===== src/rtl/eth_10g_mac_rx_frame_decoder.sv =====
`default_nettype none
// ============================================================================
// Module      : eth_10g_mac_rx_frame_decoder
// Description : 10G MAC receive-path frame decoder. Registers each 64-bit
//               Avalon-ST beat once, counts frame length, classifies the
//               destination address, detects a VLAN tag and flags undersize
//               or oversize frames. Length errors are merged into out_error
//               on the EOP beat; a per-frame status word rides with that beat.
// Ports       : clk, reset_n             - clock, async active-low reset
//               in_*                     - Avalon-ST sink (symbol 0 = [63:56])
//               out_*                    - Avalon-ST source, same format
//               status_valid             - status word present on EOP beat
//               status_length[15:0]      - frame length, saturates at 0xFFFF
//               status_bcast/mcast/vlan  - destination / tag classification
//               status_undersize/oversize- length check results
// Revision    : 1.0 - initial release
// ============================================================================
module eth_10g_mac_rx_frame_decoder #(
    parameter int MIN_FRAME_LEN = 64,
    parameter int MAX_FRAME_LEN = 1518
) (
    input  logic        clk,
    input  logic        reset_n,
    // Avalon-ST sink
    input  logic        in_valid,
    output logic        in_ready,
    input  logic [63:0] in_data,
    input  logic        in_startofpacket,
    input  logic        in_endofpacket,
    input  logic [2:0]  in_empty,
    input  logic        in_error,
    // Avalon-ST source
    output logic        out_valid,
    input  logic        out_ready,
    output logic [63:0] out_data,
    output logic        out_startofpacket,
    output logic        out_endofpacket,
    output logic [2:0]  out_empty,
    output logic        out_error,
    // Per-frame status
    output logic        status_valid,
    output logic [15:0] status_length,
    output logic        status_bcast,
    output logic        status_mcast,
    output logic        status_vlan,
    output logic        status_undersize,
    output logic        status_oversize
);

    localparam logic [0:0]  c_ST_IDLE      = 1'b0;
    localparam logic [0:0]  c_ST_IN_FRAME  = 1'b1;
    localparam logic [17:0] c_MIN_LEN      = 18'(MIN_FRAME_LEN);
    localparam logic [17:0] c_MAX_UNTAGGED = 18'(MAX_FRAME_LEN);
    localparam logic [17:0] c_MAX_TAGGED   = 18'(MAX_FRAME_LEN + 4);
    // Once the count passes 16 bits the reported length is already pinned
    // at 0xFFFF, so the counter stops here instead of wrapping.
    localparam logic [16:0] c_CNT_CEIL     = 17'h10000;

    // Tracking state
    logic [0:0]  r_state;
    logic [16:0] r_count;
    logic        r_bcast;
    logic        r_mcast;
    logic        r_vlan;

    // Output register stage
    logic        r_out_valid;
    logic [63:0] r_out_data;
    logic        r_out_sop;
    logic        r_out_eop;
    logic [2:0]  r_out_empty;
    logic        r_out_error;
    logic        r_st_tracked;
    logic [15:0] r_st_length;
    logic        r_st_bcast;
    logic        r_st_mcast;
    logic        r_st_vlan;
    logic        r_st_under;
    logic        r_st_over;

    logic        w_in_ready;
    logic        w_accept;
    logic        w_tracked;
    logic        w_second;
    logic        w_bcast_sop;
    logic        w_mcast_sop;
    logic        w_vlan_tag;
    logic        w_frame_bcast;
    logic        w_frame_mcast;
    logic        w_frame_vlan;
    logic [16:0] w_base;
    logic [17:0] w_len_full;
    logic [15:0] w_len_sat;
    logic        w_undersize;
    logic        w_oversize;
    logic        w_eop_status;

    assign w_in_ready = out_ready | ~r_out_valid;
    assign w_accept   = in_valid & w_in_ready;

    // A beat belongs to a tracked frame if it opens one or arrives mid-frame;
    // non-SOP beats seen in IDLE are stray and pass through untouched.
    assign w_tracked  = in_startofpacket | (r_state == c_ST_IN_FRAME);
    // The counter reads exactly 8 only while the second beat is on the input.
    assign w_second   = ~in_startofpacket & (r_state == c_ST_IN_FRAME) &
                        (r_count == 17'd8);

    assign w_bcast_sop = &in_data[63:16];
    assign w_mcast_sop = in_data[56] & ~w_bcast_sop;
    assign w_vlan_tag  = (in_data[31:16] == 16'h8100);

    assign w_frame_bcast = in_startofpacket ? w_bcast_sop : r_bcast;
    assign w_frame_mcast = in_startofpacket ? w_mcast_sop : r_mcast;
    assign w_frame_vlan  = in_startofpacket ? 1'b0 :
                           (w_second ? w_vlan_tag : r_vlan);

    assign w_base      = in_startofpacket ? 17'd0 : r_count;
    assign w_len_full  = {1'b0, w_base} + 18'd8 - {15'd0, in_empty};
    assign w_len_sat   = (w_len_full > 18'h0FFFF) ? 16'hFFFF : w_len_full[15:0];
    assign w_undersize = (w_len_full < c_MIN_LEN);
    assign w_oversize  = (w_len_full > (w_frame_vlan ? c_MAX_TAGGED : c_MAX_UNTAGGED));
    assign w_eop_status = in_endofpacket & w_tracked;

    // Frame tracking: state, byte count and latched classification
    always_ff @(posedge clk or negedge reset_n) begin
        if (!reset_n) begin
            r_state <= c_ST_IDLE;
            r_count <= 17'd0;
            r_bcast <= 1'b0;
            r_mcast <= 1'b0;
            r_vlan  <= 1'b0;
        end else if (w_accept) begin
            if (in_startofpacket) begin
                // SOP always restarts tracking, abandoning any open frame.
                r_bcast <= w_bcast_sop;
                r_mcast <= w_mcast_sop;
                r_vlan  <= 1'b0;
                if (in_endofpacket) begin
                    r_state <= c_ST_IDLE;
                    r_count <= 17'd0;
                end else begin
                    r_state <= c_ST_IN_FRAME;
                    r_count <= 17'd8;
                end
            end else if (r_state == c_ST_IN_FRAME) begin
                if (w_second) begin
                    r_vlan <= w_vlan_tag;
                end
                if (in_endofpacket) begin
                    r_state <= c_ST_IDLE;
                    r_count <= 17'd0;
                end else if (r_count < c_CNT_CEIL) begin
                    r_count <= r_count + 17'd8;
                end
            end
        end
    end

    // Output register: loads on accept, empties when drained with no refill
    always_ff @(posedge clk or negedge reset_n) begin
        if (!reset_n) begin
            r_out_valid  <= 1'b0;
            r_out_data   <= 64'd0;
            r_out_sop    <= 1'b0;
            r_out_eop    <= 1'b0;
            r_out_empty  <= 3'd0;
            r_out_error  <= 1'b0;
            r_st_tracked <= 1'b0;
            r_st_length  <= 16'd0;
            r_st_bcast   <= 1'b0;
            r_st_mcast   <= 1'b0;
            r_st_vlan    <= 1'b0;
            r_st_under   <= 1'b0;
            r_st_over    <= 1'b0;
        end else if (w_accept) begin
            r_out_valid  <= 1'b1;
            r_out_data   <= in_data;
            r_out_sop    <= in_startofpacket;
            r_out_eop    <= in_endofpacket;
            r_out_empty  <= in_empty;
            r_out_error  <= in_error | (w_eop_status & (w_undersize | w_oversize));
            r_st_tracked <= w_eop_status;
            r_st_length  <= w_eop_status ? w_len_sat : 16'd0;
            r_st_bcast   <= w_eop_status & w_frame_bcast;
            r_st_mcast   <= w_eop_status & w_frame_mcast;
            r_st_vlan    <= w_eop_status & w_frame_vlan;
            r_st_under   <= w_eop_status & w_undersize;
            r_st_over    <= w_eop_status & w_oversize;
        end else if (out_ready) begin
            // Status fields read zero whenever no status word is presented.
            r_out_valid  <= 1'b0;
            r_st_tracked <= 1'b0;
            r_st_length  <= 16'd0;
            r_st_bcast   <= 1'b0;
            r_st_mcast   <= 1'b0;
            r_st_vlan    <= 1'b0;
            r_st_under   <= 1'b0;
            r_st_over    <= 1'b0;
        end
    end

    assign in_ready          = w_in_ready;
    assign out_valid         = r_out_valid;
    assign out_data          = r_out_data;
    assign out_startofpacket = r_out_sop;
    assign out_endofpacket   = r_out_eop;
    assign out_empty         = r_out_empty;
    assign out_error         = r_out_error;
    assign status_valid      = r_out_valid & r_out_eop & r_st_tracked;
    assign status_length     = r_st_length;
    assign status_bcast      = r_st_bcast;
    assign status_mcast      = r_st_mcast;
    assign status_vlan       = r_st_vlan;
    assign status_undersize  = r_st_under;
    assign status_oversize   = r_st_over;

endmodule
`default_nettype wire


===== config.mk =====
export PLATFORM = sky130hd
export DESIGN_NAME = eth_10g_mac_rx_frame_decoder
export DESIGN_NICKNAME = d
export VERILOG_FILES = /design/src/rtl/eth_10g_mac_rx_frame_decoder.sv
export SDC_FILE = /design/constraint.sdc
export NUM_CORES = 1
export LEC_CHECK = 0
export CORE_ASPECT_RATIO = 1.5
export CORE_UTILIZATION = 36
export CTS_BUF_LIST = sky130_fd_sc_hd__clkbuf_2
export CTS_CLUSTER_DIAMETER = 60
export DETAILED_ROUTE_END_ITERATION = 7
export PLACE_DENSITY = 0.65
export SKIP_LAST_GASP = 1
export SYNTH_ARGS = -nofsm -noshare
export SYNTH_HDL_FRONTEND = slang
export SYNTH_SLANG_ARGS = --single-unit
export TNS_END_PERCENT = 20

===== constraint.sdc =====
create_clock -name clk -period 9.4 [get_ports clk]
set_clock_uncertainty 0.1 [all_clocks]
set_input_delay 2.35 -clock clk [delete_from_list [all_inputs] [get_ports clk]]
set_output_delay 2.35 -clock clk [all_outputs]
set_load 0.005 [all_outputs]

; ---- Word-level counts from Yosys, hierarchy flattened
; Index checks and enable logic that the tools add are counted.
[totals]
inputBits = 74
out_inout_bits = 94
register_bits = 114
wordCells = 81
[op_classes]
n_reduce_logical = 6
n_eq_ne = 2
bitwise = 20
n_lt_le_gt_ge = 4
mux = 28
addsub = 3
[op_table]
columns = operator, count
row1 = $mux W17, 5
row2 = $mux W16, 4
row3 = $reduce_and A48 Y1, 1
row4 = $add A17 B4 Y18 const B, 1
row5 = $gt A18 B11 Y1, 1
row6 = $gt A18 B16 Y1 const B, 1
row7 = $lt A18 B7 Y1 const B, 1
row8 = $sub A18 B3 Y18, 1
row9 = $add A17 B4 Y17 const B, 1
row10 = $eq A17 B4 Y1 const B, 1
row11 = $lt A17 B17 Y1 const B, 1
row12 = $mux W1, 17
row13 = $eq A16 B16 Y1 const B, 1
row14 = $and A1 B1 Y1, 13
row15 = $mux W5, 1
row16 = $mux W4, 1
row17 = $or A1 B1 Y1, 4
row18 = $reduce_bool A2 Y1, 2
row19 = $not A1 Y1, 3
row20 = $reduce_and A3 Y1, 1
row21 = $reduce_bool A3 Y1, 1
row22 = $reduce_and A2 Y1, 1

; ---- Depth between registers and ports, before layout
; Gate-level depths: netlist of run 1.
[depth]
ltp_word = 10
depth_mapped = 16
ltp_nobuf = 14

; ---- Least setup slack after synthesis of run 1
; OpenSTA, ideal clock, no wires.
[synth_path]
kind = input port to flip-flop
from = in in_startofpacket
to = reg r_out_error, in the netlist out_error
path_buffers = 1
setup_ps = 133
arrival_ps = 4790
slack_ps = 4377
required_ps = 9167
stages = 15
cell_sequence = buf_6 > nor2b_1 > nor3b_1 > nand4_1 > or3_1 > a21oi_1 > inv_1 > ha_1 > o21ai_0 > a21oi_1 > o22a_1 > and3_1 > a32oi_1 > and4b_1 > o211ai_2
[synth_between]
elab_chain_len = 10
[synth_rtl]
columns = item, line
row1 = "start, declared", 28  ; input logic in_startofpacket,
row2 = $not A1 Y1, 105  ; assign w_second = ~in_startofpacket & (r_state == c_ST_IN_FRAME) &
row3 = $and A1 B1 Y1 (2 in a row), 105
row4 = $mux W1, --
row5 = $mux W1 *, 114  ; assign w_frame_vlan = in_startofpacket ? 1'b0 :
row6 = via w_frame_vlan, 90  ; logic w_frame_vlan;
row7 = $mux W5 *, 121  ; assign w_oversize = (w_len_full > (w_frame_vlan ? c_MAX_TAGGED : c_MAX_UNTAGGED));
row8 = $gt A18 B11 Y1 *, 121
row9 = $or A1 B1 Y1 *, 181  ; r_out_error <= in_error | (w_eop_status & (w_undersize | w_oversize));
row10 = $and A1 B1 Y1 *, 181
row11 = $or A1 B1 Y1 *, 181
row12 = "end signal, assigned", 181
row13 = "end, declared", 72  ; logic r_out_error;
; The timed path passes the listed nets; every way through them passes the cells marked *.
; A chain may end at the register's enable or synchronous reset.

; ---- Worst setup path after layout of run 1
[layout_path]
from = in out_ready
to = out in_ready
[layout_between]
elab_chain_len = 1
[layout_rtl]
columns = item, line
row1 = "start, declared", 34  ; input logic out_ready,
row2 = $or A1 B1 Y1, 98  ; assign w_in_ready = out_ready | ~r_out_valid;
row3 = "end, declared", 26  ; output logic in_ready,
; Every way passes these cells.

==> flow_summary_export.csv, run 1 <==
group,metric,value,unit
synthesis,post-synth-top-area-fraction,48.7,%
sta,worst_slew_margin_rel,43.3,%
cts,cts_tree,"built",
critical_path,timing.critical_path.fanout_max,4,
synthesis,synth_simple_gate_area_share,27.3,%
sta,rsz0062_at_grt,"no",
critical_path,critical_path.startpoint_type,"input pin",
sta,final_period_util,63.5,%
synthesis,post_synth_mux_area_share,0.373,%
synthesis,synth-async-reset-ratio,100,%
grt,grt_pass1_wl,26000,µm
min_path,hold_path_end,"out_data[56]",
sta,final_critical_path_setup_slack,3.44,ns
synthesis,synth.distinct_cells,60,
synthesis,postSynthCellCount,683,
drt,drt-vias-per-instance,4.98,
place,place_worst_setup_slack,3.25,ns
grt,grt_use_total,20.0,%
min_path,min_delay_path_depth,2,
place,globalplace.congestion,0.865,
grt,grt_antenna_before_repair,1,
synthesis,syn-mean-instance-area,8.35,µm²
critical_path,r2r_start,"r_count[5]",
drt,drt_wl_total,16000,µm
cts,clkTransAtPathRegs,0.28,ns
min_path,holdCritPathClass,"flip-flop to flip-flop",
grt,globalRoute.totalOverflow,0,
outcome,outcome,"completed",
floorplanning,num_io_pins,168,
place,dpl.hpwl,11500,µm
sta,finalCriticalPeriod,5.96,ns
floorplanning,initial_core_util,36.7,%
critical_path,cp_data_arrival_time,3.51,ns
synthesis,synth_compound_area_share,11.8,%
floorplanning,std_cell_rows,56,
cells_and_area,multi_input_area,2700,µm²
cells_and_area,area_growth,33.9,%
cts,cts_max_level,3,
cts,ctsRootBufferMaster,"clkbuf_2",
critical_path,r2r_slack,6.05,ns
cells_and_area,drive_gt1_share,4.52,%
drt,route.detailed.drc,0,
cells_and_area,final.fill_count,1534,
cts,numClockSinks,111,
synthesis,post_synth_main_area_contributors,"dfrtp_1 (49%), nand2_1 (17%), ha_1 (4.2%), o21ai_0 (3.2%), nor2_1 (2.3%)",
synthesis,dominantRegCellSynth,"dfrtp_1",
critical_path,critPathCaptureType,"output pin",
power_and_ir_drop,power_density,136,nW/µm²
cts,cts_setup_buffers,0,
sta,max_freq,168,MHz
synthesis,synth_xor_area_share,3.05,%
grt,grt_start_max_net_pins,76,
sta,hold_violations,0,
drt,via_count,5200,
synthesis,yosys_warnings,0,
power_and_ir_drop,p_leak,3.61,nW
sta,drv_slew,0,
synthesis,mappedNetlistArea,5700,µm²
power_and_ir_drop,ir_drop,0.0665,mV
critical_path,worstSetupPathType,"input pin to output pin",
floorplanning,die_height,156,µm
synthesis,synthAdderAreaFrac,4.52,%
drt,initialDrtViolationCount,288,
critical_path,timing.rr.end,"out_error",
critical_path,timing.reg2reg.worst_path_depth,13,
synthesis,synth_sequential_area_ratio,48.7,%
sta,timing.final.setup_violations,0,
cells_and_area,final-seq-area,2780,µm²
drt,postRouteAntennaNets,0,
floorplanning,core_region_area,15600,µm²
min_path,worstHoldStart,"out_data[56]",
synthesis,ys_seq_elements,111,
drt,drtPass1Iterations,4,
cts,postCtsResizedCells,0,
floorplanning,floorplan.die.width,105,µm
grt,first_global_vias,5019,
synthesis,combinational_family_with_the_most_area_after_synthesis,"simple AND/OR/NAND/NOR gates",
cts,cts_inserted_buffers,9,
drt,detail_route.wl_per_cell,15.3,µm
cts,clockBufferDepth,2,
run,drv.max_cap_violation_count,0,
sta,setup_tns,0,ns
synthesis,edff_count_synth,0,
critical_path,cp.required,6.95,ns
cts,hold_buf_count_cts,0,
sta,timing_worst_slew_pin_value,0.850,ns
cts,worst_skew_pair.late_latency,0.62,ns
cells_and_area,final_nets,929,
synthesis,synthDominantAreaCellType,"dfrtp_1",
floorplanning,die_area,16400,µm²
place,numPortBuffers,167,
==> area by class of cell <==
cell class | instances | area share [%]
Inverter | 26 | 1.28
Tap cell | 203 | 3.33
Clock buffer | 9 | 0.590
Multi-Input combinational cell | 515 | 35.3
Sequential cell | 111 | 36.4
Antenna cell | 1 | 0.0328
Clock inverter | 7 | 0.737
Timing Repair Buffer | 172 | 22.3
==> cell usage in the layout, fill, tap and decap left out, drive strengths merged, types with 11 or more instances in the layout <==
master	count
nand2	261
clkdlybuf4s50	166
dfrtp	111
o21ai	55
nor2	35
inv	29
a21oi	19
ha	19
nand4	18
xnor2	12
and3	11
==> cell usage after synthesis, types with 2 or more instances <==
master,n
a21oi_1,19
conb_1,2
inv_2,2
buf_2,4
nand4_1,18
nor4_1,8
nor2_1,35
xor2_1,7
clkbuf_1,24
nand2b_1,7
buf_1,2
buf_6,2
inv_1,24
xnor2_1,11
nand2_1,260
and3_1,11
a32oi_1,2
o211ai_1,2
a21o_1,3
a22o_1,2
and2_1,4
a31oi_1,5
o21ai_1,17
dfrtp_1,111
ha_1,19
nand3_1,6
nor2b_1,3
nor3_1,5
o21ai_0,37
==> worst max path at each step <==
stage,startpoint,end
2_1_floorplan,in_startofpacket,out_error
3_3_place_gp,in_startofpacket,out_error
3_5_place_dp,in_startofpacket,out_error
4_1_cts,out_ready,in_ready
5_1_grt,out_ready,in_ready
6_report,out_ready,in_ready
==> layer usage <==
layer	vias up	global-route usage [%]	wire length, µm
li1	2564	-	-
met1	2465	25.1	6830
met2	144	34.7	8000
met3	27	3.47	762
met4	0	7.18	395
met5	-	0	0
==> power breakdown <==
group          switching, mW  total, mW  internal (mW)
registers             0.0273      0.554          0.526
clock network          0.175      0.213         0.0388
logic                  0.124      0.273          0.149
total                  0.326       1.04          0.714
==> through the flow <==
step                      power, mW  hold slack, ns  instances  cell area, µm²  utilization [%]
after floorplan               0.669           0.340        684            5710                -
after global placement        0.835           0.356       1027            7530             48.4
after detailed placement      0.838           0.361       1027            7530             48.4
after CTS                      1.05           0.420       1043            7630             49.1
after global routing           1.11           0.436       1044            7640             49.1
final                          1.04           0.414       1044            7640             49.1
==> sequential cells by signal, indices dropped and copies added (netlist names), 3 cells and up <==
name and flops:
out_empty 3, out_data 64, status_length 16, r_count 14
==> worst max-delay path, stage by stage <==
cell and delay [ns]:
clkdlybuf4s50_1 0.47, nand2b_1 0.18, clkdlybuf4s50_1 0.52
==> logic make-up (layout without fill, tap and decap cells) <==
logic type,count (synthesis),in the layout
adder cells (fa/ha/maj),20,20
XOR/XNOR,19,19
other,2,4
AO/OA/AOI/OAI,105,105
buffers and inverters,58,214
flip-flops,111,111
AND/OR/NAND/NOR,366,366
multiplexers,2,2
Note: power is estimated with default switching activity, not from simulation.
==> run 2: changes to the inputs <==
--- a/config.mk
+++ b/config.mk
@@ -10,7 +10,7 @@
 export CTS_BUF_LIST = sky130_fd_sc_hd__clkbuf_2
 export CTS_CLUSTER_DIAMETER = 60
 export DETAILED_ROUTE_END_ITERATION = 7
-export PLACE_DENSITY = 0.65
+export PLACE_DENSITY = 0.67
 export SKIP_LAST_GASP = 1
 export SYNTH_ARGS = -nofsm -noshare
 export SYNTH_HDL_FRONTEND = slang
==> constraint.sdc (replaced) <==
create_clock -name clk -period 5.08 [get_ports clk]
set_clock_uncertainty 0.1 [all_clocks]
set_input_delay 1.27 -clock clk [delete_from_list [all_inputs] [get_ports clk]]
set_output_delay 1.27 -clock clk [all_outputs]
set_load 0.005 [all_outputs]
==> flow_summary_export.csv, run 2 (synthesis results as in run 1) <==
group,metric,value,unit
drt,route.detailed.drc,0,
critical_path,worstSetupPathType,"input pin to flip-flop",
cells_and_area,final_nets,931,
critical_path,timing.critical_path.fanout_max,4,
sta,worst_slew_margin_rel,47.8,%
grt,first_global_vias,5081,
place,dpl.hpwl,12000,µm
cts,worst_skew_pair.late_latency,0.57,ns
min_path,holdCritPathClass,"flip-flop to flip-flop",
cts,cts_tree,"built",
power_and_ir_drop,totalPowerFinal,1.87,mW
sta,timing_worst_slew_pin_value,0.783,ns
place,numPortBuffers,167,
cts,cts_inserted_buffers,9,
floorplanning,num_io_pins,168,
sta,rsz0062_at_grt,"no",
cells_and_area,commonest_non_fill_non_tap_cell_in_the_layout,"nand2_1",
floorplanning,initial_core_util,36.7,%
drt,drt_wl_total,15800,µm
grt,grt_use_total,19.7,%
critical_path,critPathCaptureType,"flip-flop",
grt,grt_antenna_before_repair,1,
cts,numClockSinks,111,
cts,postCtsResizedCells,0,
sta,timing.final.setup_violations,0,
cts,ctsRootBufferMaster,"clkbuf_2",
cts,cts_max_level,3,
cts,cts_setup_buffers,0,
cts,clkTransAtPathRegs,0.28,ns
cells_and_area,layout.cells.most_common_list,"nand2_1 (259), clkdlybuf4s50_1 (166), dfrtp_1 (111)",
sta,final_period_util,78.1,%
drt,drt-vias-per-instance,4.98,
place,globalplace.congestion,0.893,
cells_and_area,design_area,7630,µm²
drt,initialDrtViolationCount,336,
drt,drtPass1Iterations,7,
grt,grt_pass1_wl,25500,µm
floorplanning,die_height,156,µm
power_and_ir_drop,ir_drop,0.105,mV
drt,detail_route.wl_per_cell,15.1,µm
floorplanning,die_area,16400,µm²
critical_path,cp_data_arrival_time,4.36,ns
sta,drv_slew,0,
sta,finalCriticalPeriod,3.97,ns
power_and_ir_drop,p_leak,3.63,nW
outcome,outcome,"completed",
floorplanning,core_region_area,15600,µm²
critical_path,critical_path.startpoint_type,"input pin",
run,drv.max_cap_violation_count,0,
grt,grt_start_max_net_pins,75,
cts,clockBufferDepth,2,
power_and_ir_drop,power_density,246,nW/µm²
place,post_dp_cell_area,7550,µm²
cells_and_area,largest_register_ffs,64,
sta,hold_violations,0,
sta,max_freq,252,MHz
cells_and_area,area_growth,33.8,%
drt,via_count,5208,
sta,setup_tns,0,ns
cells_and_area,drive_gt1_share,4.75,%
critical_path,cp.required,5.48,ns
drt,postRouteAntennaNets,0,
grt,globalRoute.totalOverflow,0,
cts,hold_buf_count_cts,0,
floorplanning,floorplan.die.width,105,µm
floorplanning,std_cell_rows,56,
==> run 2: cell types whose count changed in the layout (fill, tap and decap cells not counted) <==
cell and change:
buf_4 +2, clkbuf_2 +3, clkinv_2 +2, clkinvlp_4 -2, inv_6 -2, inv_8 -1
==> run 2: layout make-up <==
class / count / area [µm²]
tap: 203 / 254
fill: 1568 / 7920
clock buffer: 12 / 60.1
timing repair buffer: 174 / 1720
multi-input combinational: 515 / 2700
inverter: 26 / 97.6
antenna: 1 / 2.50
sequential: 111 / 2780
clock inverter: 4 / 22.5
==> run 2: worst paths after layout <==
check	from	to	slack [ns]	cells after the start
max reg2reg	r_count[5]	out_error	1.71	13
min	out_data[21]	out_data[21]	0.41	2
max in group asynchronous	reset_n	out_data[20]	3.43	2
min reg2reg	out_data[21]	out_data[21]	0.41	2
min in group asynchronous	reset_n	out_data[7]	0.51	1
max	in_startofpacket	out_error	1.11	15
==> run 2: worst max-delay path, cell delays in order <==
cell and delay, ns:
clkdlybuf4s50_1 0.43, nor2b_1 0.21, nor3b_1 0.21, nand4_1 0.22, or3_1 0.37, a21oi_1 0.27, inv_1 0.11, ha_1 0.31
o21ai_0 0.07, a21oi_1 0.06, o22a_1 0.18, and3_1 0.17, a32oi_1 0.17, and4b_1 0.24, o211ai_2 0.08
==> run 2: metal layers <==
layer	GRT usage (%)	vias to the layer above	wire (µm)
met5	0	-	0
li1	-	2564	-
met1	23.0	2485	6320
met2	36.2	134	8340
met4	7.38	0	384
met3	3.22	25	744
==> run 2: report_power, final <==
group / switching, mW / leakage [nW] / internal (mW)
clock network: 0.275 / 0.0634 / 0.0687
logic: 0.230 / 2.14 / 0.277
registers: 0.0515 / 1.42 / 0.973
total: 0.556 / 3.63 / 1.32
==> run 2: through the flow <==
step / cells / hold WS (ns) / util (%) / setup slack [ns]
floorplan: 684 / 0.340 / - / 1.14
global placement: 1029 / 0.356 / 48.5 / 0.556
detailed placement: 1029 / 0.361 / 48.5 / 0.494
CTS: 1045 / 0.414 / 49.1 / 1.13
global route: 1046 / 0.440 / 49.1 / 0.874
finish: 1046 / 0.410 / 49.1 / 1.11
